`config.mk`:
```
export PLATFORM = sky130hd
export DESIGN_NAME = jstep_seq_flat
export DESIGN_NICKNAME = d
export VERILOG_FILES = /design/src/rtl/jstep_seq_if.sv /design/src/rtl/jstep_seq.sv /design/src/flat_wrapper.sv
export SDC_FILE = /design/constraint.sdc
export NUM_CORES = 1
export LEC_CHECK = 0
export BUFFER_PORTS_ARGS = -buffer_cell sky130_fd_sc_hd__buf_2
export CAP_MARGIN = 25
export CORE_MARGIN = 2
export CORE_UTILIZATION = 52
export CTS_BUF_LIST = sky130_fd_sc_hd__clkbuf_4 sky130_fd_sc_hd__clkbuf_8 sky130_fd_sc_hd__clkbuf_16
export DETAILED_ROUTE_END_ITERATION = 8
export GPL_TIMING_DRIVEN = 1
export PLACE_DENSITY = 0.83
export SLEW_MARGIN = 5
export SYNTH_ARGS = -nofsm -noshare
export SYNTH_HDL_FRONTEND = slang
export SYNTH_SLANG_ARGS = --single-unit
```
`constraint.sdc`:
```
create_clock -name clk -period 2.3 [get_ports clk]
set_input_delay 0.115 -clock clk [delete_from_list [all_inputs] [get_ports clk]]
set_output_delay 0.115 -clock clk [all_outputs]
set_load 0.05 [all_outputs]
```
`src/rtl/jstep_seq_if.sv`:
```
`default_nettype none
// ============================================================================
// Module   : jstep_seq_if
// Brief    : Control and stepper-output bundle for the jstep_seq sequencer.
// Revision : 1.0 - initial release
// ============================================================================
interface jstep_seq_if #(
    parameter int NSTEPS = 6,
    parameter int SW     = $clog2(NSTEPS)
);
    logic              mode;
    logic              halt;
    logic              step_req;
    logic [SW-1:0]     last_step;
    logic              wclk;
    logic              wclkd;
    logic              wclke;
    logic              wclks;
    logic [0:NSTEPS-1] bos;
    logic [SW-1:0]     step_idx;
    logic              running;
    logic              cycle_done;

    modport master (
        output mode, halt, step_req, last_step,
        input  wclk, wclkd, wclke, wclks, bos, step_idx, running, cycle_done
    );

    modport slave (
        input  mode, halt, step_req, last_step,
        output wclk, wclkd, wclke, wclks, bos, step_idx, running, cycle_done
    );
endinterface
`default_nettype wire

```
`src/rtl/jstep_seq.sv`:
```
`default_nettype none
// ============================================================================
// Module   : jstep_seq
// Brief    : Four-phase CPU clock generator with one-hot step sequencer,
//            free-run / single-step modes and halt.
// Revision : 1.0 - initial release
// ============================================================================
module jstep_seq #(
    parameter int NSTEPS = 6,
    parameter int SW     = $clog2(NSTEPS)
) (
    input  wire logic   clk,
    input  wire logic   reset,
    jstep_seq_if.slave  bus
);
    typedef enum logic [1:0] {
        PH0 = 2'd0,
        PH1 = 2'd1,
        PH2 = 2'd2,
        PH3 = 2'd3
    } phase_t;

    localparam logic [SW-1:0] c_MAX_IDX = SW'(NSTEPS - 1);

    phase_t            r_phase;
    logic              r_token;
    logic              r_wclk;
    logic              r_wclkd;
    logic              r_running;
    logic              r_cycle_done;
    logic [SW-1:0]     r_step_idx;
    logic [0:NSTEPS-1] r_bos;

    phase_t            w_phase_next;
    logic              w_start_ok;
    logic              w_consume;
    logic [SW-1:0]     w_eff_last;
    logic [SW-1:0]     w_idx_next;
    logic [0:NSTEPS-1] w_bos_next;

    always_comb begin
        w_start_ok   = !bus.halt && (!bus.mode || r_token);
        // Only a single-step start spends the token; free-run starts leave it pending.
        w_consume    = (r_phase == PH0) && w_start_ok && bus.mode && r_token;
        w_eff_last   = (bus.last_step > c_MAX_IDX) ? c_MAX_IDX : bus.last_step;
        w_idx_next   = (r_step_idx >= w_eff_last) ? '0 : r_step_idx + 1'b1;
        w_bos_next   = '0;
        for (int i = 0; i < NSTEPS; i++) begin
            w_bos_next[i] = (w_idx_next == SW'(i));
        end
        w_phase_next = r_phase;
        case (r_phase)
            PH0:     w_phase_next = w_start_ok ? PH1 : PH0;
            PH1:     w_phase_next = PH2;
            PH2:     w_phase_next = PH3;
            PH3:     w_phase_next = PH0;
            default: w_phase_next = PH0;
        endcase
    end

    // Clock outputs are registered from the next phase so they track r_phase exactly.
    always_ff @(posedge clk or negedge reset) begin
        if (!reset) begin
            r_phase      <= PH0;
            r_token      <= 1'b0;
            r_wclk       <= 1'b1;
            r_wclkd      <= 1'b0;
            r_running    <= 1'b0;
            r_cycle_done <= 1'b0;
            r_step_idx   <= '0;
            r_bos        <= {1'b1, {(NSTEPS-1){1'b0}}};
        end else begin
            r_phase      <= w_phase_next;
            r_wclk       <= (w_phase_next == PH0) || (w_phase_next == PH1);
            r_wclkd      <= (w_phase_next == PH1) || (w_phase_next == PH2);
            r_running    <= (w_phase_next != PH0);
            r_cycle_done <= (r_phase == PH3);
            if (r_phase == PH3) begin
                r_step_idx <= w_idx_next;
                r_bos      <= w_bos_next;
            end
            if (bus.mode && bus.step_req) begin
                r_token <= 1'b1;
            end else if (w_consume) begin
                r_token <= 1'b0;
            end
        end
    end

    assign bus.wclk       = r_wclk;
    assign bus.wclkd      = r_wclkd;
    assign bus.wclke      = r_wclk | r_wclkd;
    assign bus.wclks      = r_wclk & r_wclkd;
    assign bus.bos        = r_bos;
    assign bus.step_idx   = r_step_idx;
    assign bus.running    = r_running;
    assign bus.cycle_done = r_cycle_done;
endmodule
`default_nettype wire

```
`src/flat_wrapper.sv`:
```
// flat-port wrapper written by rule: the top's interface ports become plain ports
module jstep_seq_flat 
#(
    parameter int NSTEPS = 6,
    parameter int SW     = $clog2(NSTEPS)
)
  (clk, reset, bus_mode, bus_halt, bus_step_req, bus_last_step, bus_wclk, bus_wclkd, bus_wclke, bus_wclks, bus_bos, bus_step_idx, bus_running, bus_cycle_done);
  jstep_seq_if #(.NSTEPS(NSTEPS), .SW(SW)) bus_i ();
  input  wire logic clk;
  input  wire logic reset;
  input wire logic [$bits(bus_i.mode)-1:0] bus_mode;
  input wire logic [$bits(bus_i.halt)-1:0] bus_halt;
  input wire logic [$bits(bus_i.step_req)-1:0] bus_step_req;
  input wire logic [$bits(bus_i.last_step)-1:0] bus_last_step;
  output wire logic [$bits(bus_i.wclk)-1:0] bus_wclk;
  output wire logic [$bits(bus_i.wclkd)-1:0] bus_wclkd;
  output wire logic [$bits(bus_i.wclke)-1:0] bus_wclke;
  output wire logic [$bits(bus_i.wclks)-1:0] bus_wclks;
  output wire logic [$bits(bus_i.bos)-1:0] bus_bos;
  output wire logic [$bits(bus_i.step_idx)-1:0] bus_step_idx;
  output wire logic [$bits(bus_i.running)-1:0] bus_running;
  output wire logic [$bits(bus_i.cycle_done)-1:0] bus_cycle_done;
  assign bus_i.mode = bus_mode;
  assign bus_i.halt = bus_halt;
  assign bus_i.step_req = bus_step_req;
  assign bus_i.last_step = bus_last_step;
  assign bus_wclk = bus_i.wclk;
  assign bus_wclkd = bus_i.wclkd;
  assign bus_wclke = bus_i.wclke;
  assign bus_wclks = bus_i.wclks;
  assign bus_bos = bus_i.bos;
  assign bus_step_idx = bus_i.step_idx;
  assign bus_running = bus_i.running;
  assign bus_cycle_done = bus_i.cycle_done;
  jstep_seq #(.NSTEPS(NSTEPS), .SW(SW)) u_core (.clk(clk), .reset(reset), .bus(bus_i));
endmodule
```
==> flow_summary.toml <==
[min_path]
hold_path_class = "input port to register"
hold_start = "bus_step_req"
hold_end = "u_core.r_token"
holdPathStages = 2

[clock_tree]
clkTransAtPathRegs_ns = 0.09
clock_latency_ns = 0.28
cts_sinks = 16
cts_tree = "yes"
ctsResizeCount = 0
cts_htree_levels = 1
max-clock-path-buffers = 2
numCtsBuffers = 3
ctsRootBufferMaster = "clkbuf_4"

[sta]
fin_worst_skew_ns = 0.00669
worst_pin_slew_ns = 0.506
setup_viol = 0
final-hold-violation-count = 0
slew-limit-headroom_pct = 66.2
post-route-period-util_pct = 76.6
rsz0062_at_grt = "no"
timing.setup.tns_ns = 0
maxSlewViolCount = 0
fin_crit_ns = 1.76
max_freq_mhz = 568

[worst_setup_path]
cp.required_ns = 2.48
worstSetupEndpointType = "register"
criticalPathCategory = "register to register"
critPathLaunchType = "register"
ff2ff_setup_slack_ns = 0.54
worst-path-max-fanout = 6
crit_arrival_ns = 1.94
r2r_cells = 6
rr_startpoint = "u_core.bus.step_idx[0]"
reg2reg_to = "u_core.bus.bos[4]"

[logic_synthesis]
synth_edf_count = 0
async_flop_share_pct = 100
yosys.area_share.simple_pct = 11.0
syn-num-nets = 90
synth_top_family_by_area = "compound AO/OA/AOI/OAI gates"
synth_compound_area_share_pct = 14.0
ys_ff_latch = 16
yosysSeqAreaShare_pct = 51.1
ys_types = 24
synth_area_leader_cell = "dfrtp_1"
synthCells = 74
yosysWarnings = 0
synth_fa_ha_area_share_pct = 12.7
synth_xor_area_share_pct = 1.11
netlist.area_leader.share_pct = 44.4
synth_area_um2 = 788
synth_flop_cell = "dfrtp_1"
avgSynthCellArea_um2 = 10.7
muxShareOfSynthArea_pct = 2.54
synth.area.top_cells = "dfrtp_1 (44%), ha_1 (13%), inv_1 (7.1%)"

[global_route]
track_usage_pct = 17.1
grt_pass1_wl_um = 2300
grt_pass1_vias = 562
grt_overflow = 0
grt_antenna_before_repair = 0
grt_max_degree = 18

[status]
status = "complete, no violations"

[floorplan]
boundaryPins = 23
die_w_um = 42.9
die_y_um = 42.9
placement_rows = 14
initial_core_util_pct = 54.2
die_area_um2 = 1840
core-area_um2 = 1450

[layout]
nets = 117
antennaDiodeCount = 0
area_delta_synth_final_pct = 20.2
drive_gt1_share_pct = 30.3
final_util_pct = 65.1

[route]
dr.pass1.iters = 4
ant_nets = 0
vias = 588
post_drt_wl_per_cell_um = 11.6
wl_um = 1330
vias_per_cell = 5.11
first_iter_violations = 7
drc_errors = 0

[placed_design]
gp_congestion = 0.741
portBuffers = 22
dp.final_hpwl_um = 1050

[flow_run]
cap_viol_max_count = 0
-- final cells by class --
cell class              instances  area (um^2)
inverters                      15         56.3
fillers                       112          507
multi-input cells              42          325
repair buffers                 23          120
well taps                      16         20.0
clock buffers                   3         22.5
flip-flops and latches         16          403
-- sequential cells by signal (all words and copies together), names as in the netlist --
register	count
u_core.bus.bos	6
u_core.bus.step_idx	3
u_core.r_phase	2
u_core.bus.cycle_done	1
u_core.bus.running	1
u_core.bus.wclk	1
u_core.bus.wclkd	1
u_core.r_token	1
-- metal layers --
| layer | routed length (um) | GRT usage [%] | up-vias | share of wire, % |
|---|---|---|---|---|
| met4 | 14 | 9.09 | 0 | 1.1 |
| met2 | 642 | 27.0 | 12 | 48 |
| li1 | - | - | 300 | - |
| met1 | 623 | 21.1 | 274 | 47 |
| met3 | 52 | 5.11 | 2 | 3.9 |
| met5 | 0 | 0 | - | 0 |
-- kinds of logic (layout without fill, tap and decap cells) --
group	Yosys count	count (layout)
muxes	2	2
xor gates and xnor gates	1	1
buffers and inverters	16	41
DFF	16	16
adders and majority gates	8	8
and+or+nand+nor	17	17
AOI/OAI and AO/OA	14	14
-- cell usage in the layout (no fill, tap or decap), drive strengths merged --
| cell | netlist | routed |
|---|---|---|
| or2 | 1 | 1 |
| dfrtp | 14 | 14 |
| nand3 | 3 | 3 |
| dfstp | 2 | 2 |
| o32ai | 2 | 2 |
| and2 | 1 | 1 |
| ha | 8 | 8 |
| nand2 | 6 | 6 |
| dlygate4sd3 | 0 | 1 |
| a21oi | 1 | 1 |
| clkbuf | 1 | 3 |
| buf | 0 | 22 |
| and3 | 1 | 1 |
| a31oi | 1 | 1 |
| o21ai | 3 | 3 |
| nand2b | 2 | 2 |
| mux2i | 2 | 2 |
| inv | 15 | 15 |
| nor2 | 2 | 2 |
| o22ai | 3 | 3 |
| o22a | 1 | 1 |
| nand3b | 1 | 1 |
| xnor2 | 1 | 1 |
| a22o | 1 | 1 |
| a21o | 2 | 2 |
-- synth_stat cells (2+ instances only) --
| master | n |
|---|---|
| o22ai_1 | 3 |
| dfrtp_1 | 14 |
| inv_1 | 15 |
| a21o_1 | 2 |
| nand3_1 | 3 |
| mux2i_1 | 2 |
| ha_1 | 8 |
| nor2_1 | 2 |
| o21ai_0 | 3 |
| dfstp_2 | 2 |
| o32ai_1 | 2 |
| nand2_1 | 6 |
-- how the worst max path moves through the flow --
| stage | from | to | slack, ns | cells past startpoint |
|---|---|---|---|---|
| floorplan | u_core.bus.step_idx[0] | u_core.bus.bos[4] | 0.32 | 6 |
| global placement | u_core.bus.step_idx[0] | u_core.bus.bos[4] | 0.66 | 6 |
| detailed placement | u_core.bus.step_idx[0] | u_core.bus.bos[4] | 0.57 | 6 |
| CTS | u_core.bus.step_idx[0] | u_core.bus.bos[4] | 0.54 | 6 |
| global route | u_core.bus.step_idx[0] | u_core.bus.bos[4] | 0.42 | 6 |
| finish | u_core.bus.step_idx[0] | u_core.bus.bos[4] | 0.54 | 6 |
-- worst max-delay path, stage by stage (launching register included) --
cell and delay, ns:
dfrtp_1 0.44, inv_1 0.13, ha_1 0.30, nand2b_1 0.17, a31oi_4 0.25, nand2b_2 0.10
o32ai_1 0.27
-- per-stage QoR --
stage	hold WS, ns	cell area, um^2	worst slack [ns]	cells
2_1_floorplan	-0.181	788	0.323	74
3_3_place_gp	0.0420	915	0.665	111
3_5_place_dp	0.0439	915	0.567	111
4_1_cts	0.0725	947	0.541	115
5_1_grt	0.0732	947	0.424	115
6_report	0.0777	947	0.539	115
-- repair_timing --
action                                 CTS  global route
hold buffers                             1             0
buffers inserted                         0             0
endpoints found under the hold margin   14             0
Power is not shown: default switching activity piles up to over one toggle a cycle in this logic, so the estimate is an artifact.
